===== config.mk =====
export PLATFORM = sky130hd
export DESIGN_NAME = example_call_driver
export DESIGN_NICKNAME = d
export VERILOG_FILES = /design/src/rtl/example_drv_pkg.sv /design/src/rtl/example_drv_fifo.sv /design/src/rtl/example_call_driver.sv
export SDC_FILE = /design/constraint.sdc
export NUM_CORES = 1
export LEC_CHECK = 0
export CAP_MARGIN = 30
export CORE_MARGIN = 5
export CORE_UTILIZATION = 56
export CTS_CLUSTER_DIAMETER = 150
export CTS_CLUSTER_SIZE = 24
export DETAILED_ROUTE_END_ITERATION = 6
export DONT_BUFFER_PORTS = 1
export PLACE_DENSITY = 0.74
export SYNTH_ARGS = -nofsm -noshare
export SYNTH_HDL_FRONTEND = slang
export SYNTH_HIERARCHICAL = 1
export SYNTH_SLANG_ARGS = --single-unit

===== constraint.sdc =====
create_clock -name clock -period 4.05 [get_ports clock]
set_clock_uncertainty 0.1 [all_clocks]
set_input_delay 0.81 -clock clock [delete_from_list [all_inputs] [get_ports clock]]
set_output_delay 0.81 -clock clock [all_outputs]
set_load 0.005 [all_outputs]

===== src/rtl/example_drv_pkg.sv =====
// example_drv_pkg
//   Shared definitions for the call driver: data and sum widths, and the
//   batch-control FSM state encoding.
//   Optional feature macro used by the top: EXAMPLE_CALL_DRIVER_SUM_EN.
package example_drv_pkg;

    localparam int DATA_W = 32;
    localparam int SUM_W  = 48;

    typedef enum logic [1:0] {
        ST_IDLE  = 2'd0,
        ST_ISSUE = 2'd1,
        ST_DRAIN = 2'd2
    } drv_state_e;

endpackage


===== src/rtl/example_drv_fifo.sv =====
// example_drv_fifo
//   First-word-fall-through result buffer. The head entry is always visible
//   on 'head' while 'empty' is low. A push on a full buffer or a pop on an
//   empty buffer is ignored. Push and pop may happen together.
// Ports:
//   clock, resetn         - clock, asynchronous active-low reset
//   push, din             - write request and data
//   pop                   - consume head entry
//   full, empty, count    - registered occupancy status
//   head                  - oldest entry
module example_drv_fifo #(
    parameter int DATA_W     = 32,
    parameter int FIFO_DEPTH = 4,
    localparam int AW        = (FIFO_DEPTH > 1) ? $clog2(FIFO_DEPTH) : 1,
    localparam int CW        = $clog2(FIFO_DEPTH) + 1
) (
    input  logic              clock,
    input  logic              resetn,
    input  logic              push,
    input  logic              pop,
    input  logic [DATA_W-1:0] din,
    output logic              full,
    output logic              empty,
    output logic [CW-1:0]     count,
    output logic [DATA_W-1:0] head
);

    logic [DATA_W-1:0] mem [FIFO_DEPTH];
    logic [AW-1:0]     wr_ptr;
    logic [AW-1:0]     rd_ptr;
    logic              do_push;
    logic              do_pop;

    assign full    = (count == CW'(FIFO_DEPTH));
    assign empty   = (count == '0);
    assign do_push = push && !full;
    assign do_pop  = pop && !empty;
    assign head    = mem[rd_ptr];

    // Depth is a power of two, so the pointers wrap by natural overflow.
    always_ff @(posedge clock or negedge resetn) begin
        if (!resetn) begin
            wr_ptr <= '0;
            rd_ptr <= '0;
            count  <= '0;
        end else begin
            if (do_push) wr_ptr <= wr_ptr + AW'(1);
            if (do_pop)  rd_ptr <= rd_ptr + AW'(1);
            case ({do_push, do_pop})
                2'b10:   count <= count + CW'(1);
                2'b01:   count <= count - CW'(1);
                default: count <= count;
            endcase
        end
    end

    // Storage needs no reset: an entry is only visible after it is written.
    always_ff @(posedge clock) begin
        if (do_push) mem[wr_ptr] <= din;
    end

endmodule


===== src/rtl/example_call_driver.sv =====
// example_call_driver
//   Issues a batch of num_calls calls to a component, collects the returns
//   into a result buffer and streams them downstream in return order.
//   Issue is throttled so that every outstanding call is guaranteed a slot
//   in the result buffer.
// Ports:
//   clock, resetn                 - clock, asynchronous active-low reset
//   run, num_calls                - batch start pulse and batch size
//   comp_start, comp_busy         - call valid / call stall
//   comp_done, comp_stall,
//   comp_returndata               - return valid / backpressure / data
//   res_valid, res_ready, res_data- downstream result stream
//   active, complete, protocol_err- batch status, end pulse, sticky error
//   result_sum                    - wrapping sum of accepted returns
//                                   (only with EXAMPLE_CALL_DRIVER_SUM_EN)
module example_call_driver
    import example_drv_pkg::*;
#(
    parameter int FIFO_DEPTH = 4,
    parameter int CNT_W      = 16
) (
    input  logic              clock,
    input  logic              resetn,
    input  logic              run,
    input  logic [CNT_W-1:0]  num_calls,
    output logic              comp_start,
    input  logic              comp_busy,
    input  logic              comp_done,
    output logic              comp_stall,
    input  logic [DATA_W-1:0] comp_returndata,
    output logic              res_valid,
    input  logic              res_ready,
    output logic [DATA_W-1:0] res_data,
    output logic              active,
    output logic              complete,
    output logic              protocol_err
`ifdef EXAMPLE_CALL_DRIVER_SUM_EN
    ,
    output logic [SUM_W-1:0]  result_sum
`endif
);

    localparam int CW = $clog2(FIFO_DEPTH) + 1;

    drv_state_e        state;
    logic [CNT_W-1:0]  n_q;
    logic [CNT_W-1:0]  issued;
    logic [CNT_W-1:0]  received;
    logic [CNT_W-1:0]  outstanding;
    logic [CNT_W:0]    occ;

    logic              fifo_full;
    logic              fifo_empty;
    logic [CW-1:0]     fifo_count;
    logic [DATA_W-1:0] fifo_head;

    logic              run_acc;
    logic              call_acc;
    logic              last_call;
    logic              ret_acc;
    logic              ret_ok;
    logic              ret_bad;
    logic              drain_done;

    assign outstanding = issued - received;
    // Calls in flight plus results already buffered must fit the buffer,
    // so a return can never find the buffer full because of our own issue.
    assign occ         = {1'b0, outstanding} + (CNT_W+1)'(fifo_count);

    // Occupancy cannot grow while a call is stalled (each push retires one
    // outstanding call), so comp_start holds until the call is accepted.
    assign comp_start  = (state == ST_ISSUE) && (issued < n_q) &&
                         (occ < (CNT_W+1)'(FIFO_DEPTH));
    assign comp_stall  = fifo_full;
    assign active      = (state == ST_ISSUE) || (state == ST_DRAIN);

    assign run_acc     = run && (state == ST_IDLE);
    assign call_acc    = comp_start && !comp_busy;
    assign last_call   = call_acc && ((issued + CNT_W'(1)) == n_q);
    assign ret_acc     = comp_done && !comp_stall;
    assign ret_ok      = ret_acc && (outstanding != '0);
    assign ret_bad     = ret_acc && (outstanding == '0);
    assign drain_done  = (state == ST_DRAIN) && (received == n_q) && fifo_empty;

    assign res_valid   = !fifo_empty;
    assign res_data    = fifo_empty ? '0 : fifo_head;

    always_ff @(posedge clock or negedge resetn) begin
        if (!resetn) begin
            state        <= ST_IDLE;
            n_q          <= '0;
            complete     <= 1'b0;
            protocol_err <= 1'b0;
        end else begin
            complete <= (run_acc && (num_calls == '0)) || drain_done;
            if (ret_bad) protocol_err <= 1'b1;
            case (state)
                ST_IDLE: begin
                    if (run_acc && (num_calls != '0)) begin
                        state <= ST_ISSUE;
                        n_q   <= num_calls;
                    end
                end
                ST_ISSUE: if (last_call)  state <= ST_DRAIN;
                ST_DRAIN: if (drain_done) state <= ST_IDLE;
                default:  state <= ST_IDLE;
            endcase
        end
    end

    always_ff @(posedge clock or negedge resetn) begin
        if (!resetn) begin
            issued   <= '0;
            received <= '0;
        end else if (run_acc) begin
            issued   <= '0;
            received <= '0;
        end else begin
            if (call_acc) issued   <= issued + CNT_W'(1);
            if (ret_ok)   received <= received + CNT_W'(1);
        end
    end

`ifdef EXAMPLE_CALL_DRIVER_SUM_EN
    always_ff @(posedge clock or negedge resetn) begin
        if (!resetn)      result_sum <= '0;
        else if (run_acc) result_sum <= '0;
        else if (ret_ok)  result_sum <= result_sum + SUM_W'(comp_returndata);
    end
`endif

    example_drv_fifo #(
        .DATA_W     (DATA_W),
        .FIFO_DEPTH (FIFO_DEPTH)
    ) u_fifo (
        .clock  (clock),
        .resetn (resetn),
        .push   (ret_ok),
        .pop    (res_valid && res_ready),
        .din    (comp_returndata),
        .full   (fifo_full),
        .empty  (fifo_empty),
        .count  (fifo_count),
        .head   (fifo_head)
    );

endmodule


==> qor.txt <==
Rows -> 49
Post-DP Area -> 10790 sq um
Final WS setup -> -373.4 ps
Final Cycle Share -> 1.092
Setup crit start kind -> register
Die Y -> 143.9 um
Multi-input gate area -> 4737 sq um
Initial antenna violation count -> 1
H-tree depth -> 4
Distinct cell type count after synthesis -> 74
CP Data Required Time -> 3140 ps
Largest net degree at the start of global routing -> 60
Total Power -> 0.007712 W
Peak VDD IR -> 0.0004379 V
Remaining DRCs -> 0
Final Hold Fails -> 0
Register area share after synthesis -> 0.5302
Power Density -> 642.5 nW/um^2
P_sw -> 0.002821 W
RSZ-0062 raised after global routing -> true
Cts bufs inserted -> 17
Worst hold path type -> in2async
Fin area -> 12000 sq um
Global-route wire length before repair -> 39070 um
Leak -> 4.590 nW
Max Cap Viol -> 0
Failing checks -> negative setup slack
CP Data Arrival Time -> 3510 ps
Internal -> 0.004891 W
Fmax -> 226.1 MHz
PortBufs -> 0
Initial Util -> 0.5643
DIE WIDTH -> 143.9 um
Logic pwr share -> 0.421
Overflow after GRT -> 0
Slew Viols, Final -> 0
FF+latch area -> 5321 sq um
Initial DRT Pass Iterations -> 5
Mapped cell area -> 10030 sq um
Post-route ant nets -> 0
Asr flop ratio synth -> 0.3155
CTS Sinks -> 187
Critical path capture point type -> primary output
Sequential share of power -> 0.362
Slew HR -> 0.4456
Synth area leader -> edfxtp_1
Gr usage total -> 0.2454
Root Driver -> clkbuf_16
EDFF count, synth -> 128
Max clock buf depth -> 2
Syn avg cell area -> 12.09 sq um
Drt wl/cell -> 22.27 um
Clk_lat worst skew -> 430 ps
Worst-path clk slew -> 80 ps
Dpl ws -> -228.2 ps
Critical path peak fanout -> 2
CTS tree -> yes
Ys flop type -> edfxtp_1
Post-DP HPWL -> 17210 um
Fill count -> 1248
CP Class -> reg2out
Core area -> 17780 sq um
Net Count, Synth -> 929
Fin crit period -> 4423 ps
Synth warnings -> 6
Die Area -> 20690 sq um
Top cells by area, synth -> edfxtp_1 (38%), dfrtp_1 (15%), mux4_2 (6.3%)
Outcome -> finished with violations
Switching fraction of total power -> 0.3658
# setup viols final -> 18
GP Congestion -> 0.9591
Clock power share -> 0.218
DRT Wirelength -> 25760 um
Slew @ Worst Pin -> 810.7 ps
Vias in the first global route -> 7451
Share of cells above drive strength 1 -> 0.2751
Synth top area share -> 0.3831
Cells after synthesis -> 830
Via/cell ratio -> 6.329
# nets final -> 1013
Vias -> 7323
Synth Register Bits -> 187
Layout area overhead -> 19.63%
DRC marker count from the first detailed-route iteration -> 717
I/O pin count -> 92
-- state kept, by name, summed over array words and instances (netlist names) --
name           flops
complete           1
u_fifo/rd_ptr      2
issued            16
u_fifo/count       3
state              2
u_fifo/mem       128
received          16
n_q               16
u_fifo/wr_ptr      2
protocol_err       1
-- final cells by class --
cell class / count / area share
Antenna cell: 1 / 0.0002085
Clock buffer: 17 / 0.03544
Clock inverter: 15 / 0.01543
Inverter: 51 / 0.01595
Multi-Input combinational cell: 559 / 0.3947
Sequential cell: 187 / 0.4433
Tap cell: 229 / 0.02387
Timing Repair Buffer: 98 / 0.07109
-- cells in the mapped netlist, types with 8 or more instances --
master / n
buf_2: 8
nand4_1: 16
edfxtp_1: 128
nor2b_1: 38
nand3_1: 24
clkbuf_1: 19
a21o_1: 11
o21ai_0: 50
and3_1: 8
xnor2_1: 38
ha_1: 43
nor4_1: 10
mux4_2: 28
xor2_1: 16
nor2_1: 35
a21oi_1: 49
or3_1: 15
and2_1: 10
inv_1: 51
dfrtp_1: 59
nand2_1: 57
-- kinds of logic (layout without fill, tap and decap cells) --
kind of cell	Yosys count	after routing	synth area share
XOR/XNOR	54	54	0.04714
adder cells (fa/ha/maj)	45	45	0.05761
AO/OA/AOI/OAI	175	175	0.1141
flip-flops	187	187	0.5302
buffers and inverters	84	181	0.03953
AND/OR/NAND/NOR	248	248	0.1327
other	0	1	0
multiplexers	37	37	0.07869
-- critical path: stages, from the launching register on --
cell and delay, ps:
dfrtp_1 430, ha_4 190, fa_2 540, inv_2 50
ha_4 240, and3b_2 210, o21ai_2 70, nor2b_4 140
nor4_4 120, nand4b_1 120, or4_4 560, a211oi_4 260
buf_4 150
-- placed cells by master (no fill, tap or decap), types with 5 or more instances in the layout --
master	Yosys	final
edfxtp_1	128	128
buf_4	0	85
dfrtp_1	59	58
nand2_1	57	55
inv_1	51	46
o21ai_0	50	39
nor2b_1	38	37
xnor2_1	38	34
nor2_1	35	33
ha_1	43	33
a21oi_1	49	32
mux4_2	28	28
nand3_1	24	23
a21oi_2	2	17
clkbuf_16	0	17
xor2_1	16	16
nand4_1	16	16
a21o_1	11	11
or3_1	15	11
nor4_1	10	9
and3_1	8	8
o21a_1	7	7
o211ai_1	7	7
and2_1	10	6
o21ai_2	0	6
nor3_1	7	6
o21ai_1	1	6
ha_2	0	6
buf_6	3	6
buf_12	3	6
inv_2	0	5
nand3b_1	5	5
inv_8	0	5
clkinv_8	0	5
-- power groups by stage --
stage | clock network [W] | registers (W) | logic, W
floorplan | 0 | 0.00266 | 0.00209
global placement | 0 | 0.00278 | 0.00272
detailed placement | 0 | 0.00282 | 0.00280
CTS | 0.00170 | 0.00278 | 0.00297
global route | 0.00179 | 0.00283 | 0.00352
finish | 0.00168 | 0.00279 | 0.00324
-- worst paths after layout --
kind / start / endpoint / slack [ps] / depth (start not counted)
min reg2reg: state[1]$_DFFE_PN0P_ / state[1]$_DFFE_PN0P_ / 450 / 2
min in group clock: comp_returndata[4] / u_fifo/mem[3][4]$_DFFE_PP_ / 360 / 0
max in group asynchronous: resetn / u_fifo/rd_ptr[0]$_DFFE_PN0P_ / 3430 / 1
max reg2reg: received[0]$_DFFE_PN0P_ / issued[11]$_DFFE_PN0P_ / -220 / 16
max: received[0]$_DFFE_PN0P_ / comp_start / -370 / 12
min: resetn / received[15]$_DFFE_PN0P_ / 140 / 1
-- metal layers --
| layer | vias to the layer above | wire (um) | GRT usage |
|---|---|---|---|
| met5 | - | 0 | 0 |
| met4 | 0 | 681 | 0.07929 |
| met3 | 66 | 1919 | 0.05890 |
| met2 | 335 | 13260 | 0.4265 |
| met1 | 3654 | 9897 | 0.3034 |
| li1 | 3268 | - | - |
-- metrics by stage --
stage / hold WS, ps / TNS [ps] / cells / util
floorplan: 367.8 / -14.45 / 830 / -
global route: 140.2 / -5231 / 1157 / 0.6751
detailed placement: 416.1 / -886.4 / 1104 / 0.6067
global placement: 416.5 / -206.4 / 1104 / 0.6067
finish: 136.1 / -2539 / 1157 / 0.6751
CTS: 139.3 / -481.7 / 1140 / 0.6488
-- what timing repair did --
action | in CTS | in global routing
hold buffers | 1 | 0
setup buffers | 3 | 15
setup endpoints to repair | 18 | 21
endpoints found under the hold margin | 59 | 0
resized for setup | 19 | 88
pin swaps | 11 | 41
gates cloned | 1 | 1
(Power assumes the default switching activity.)
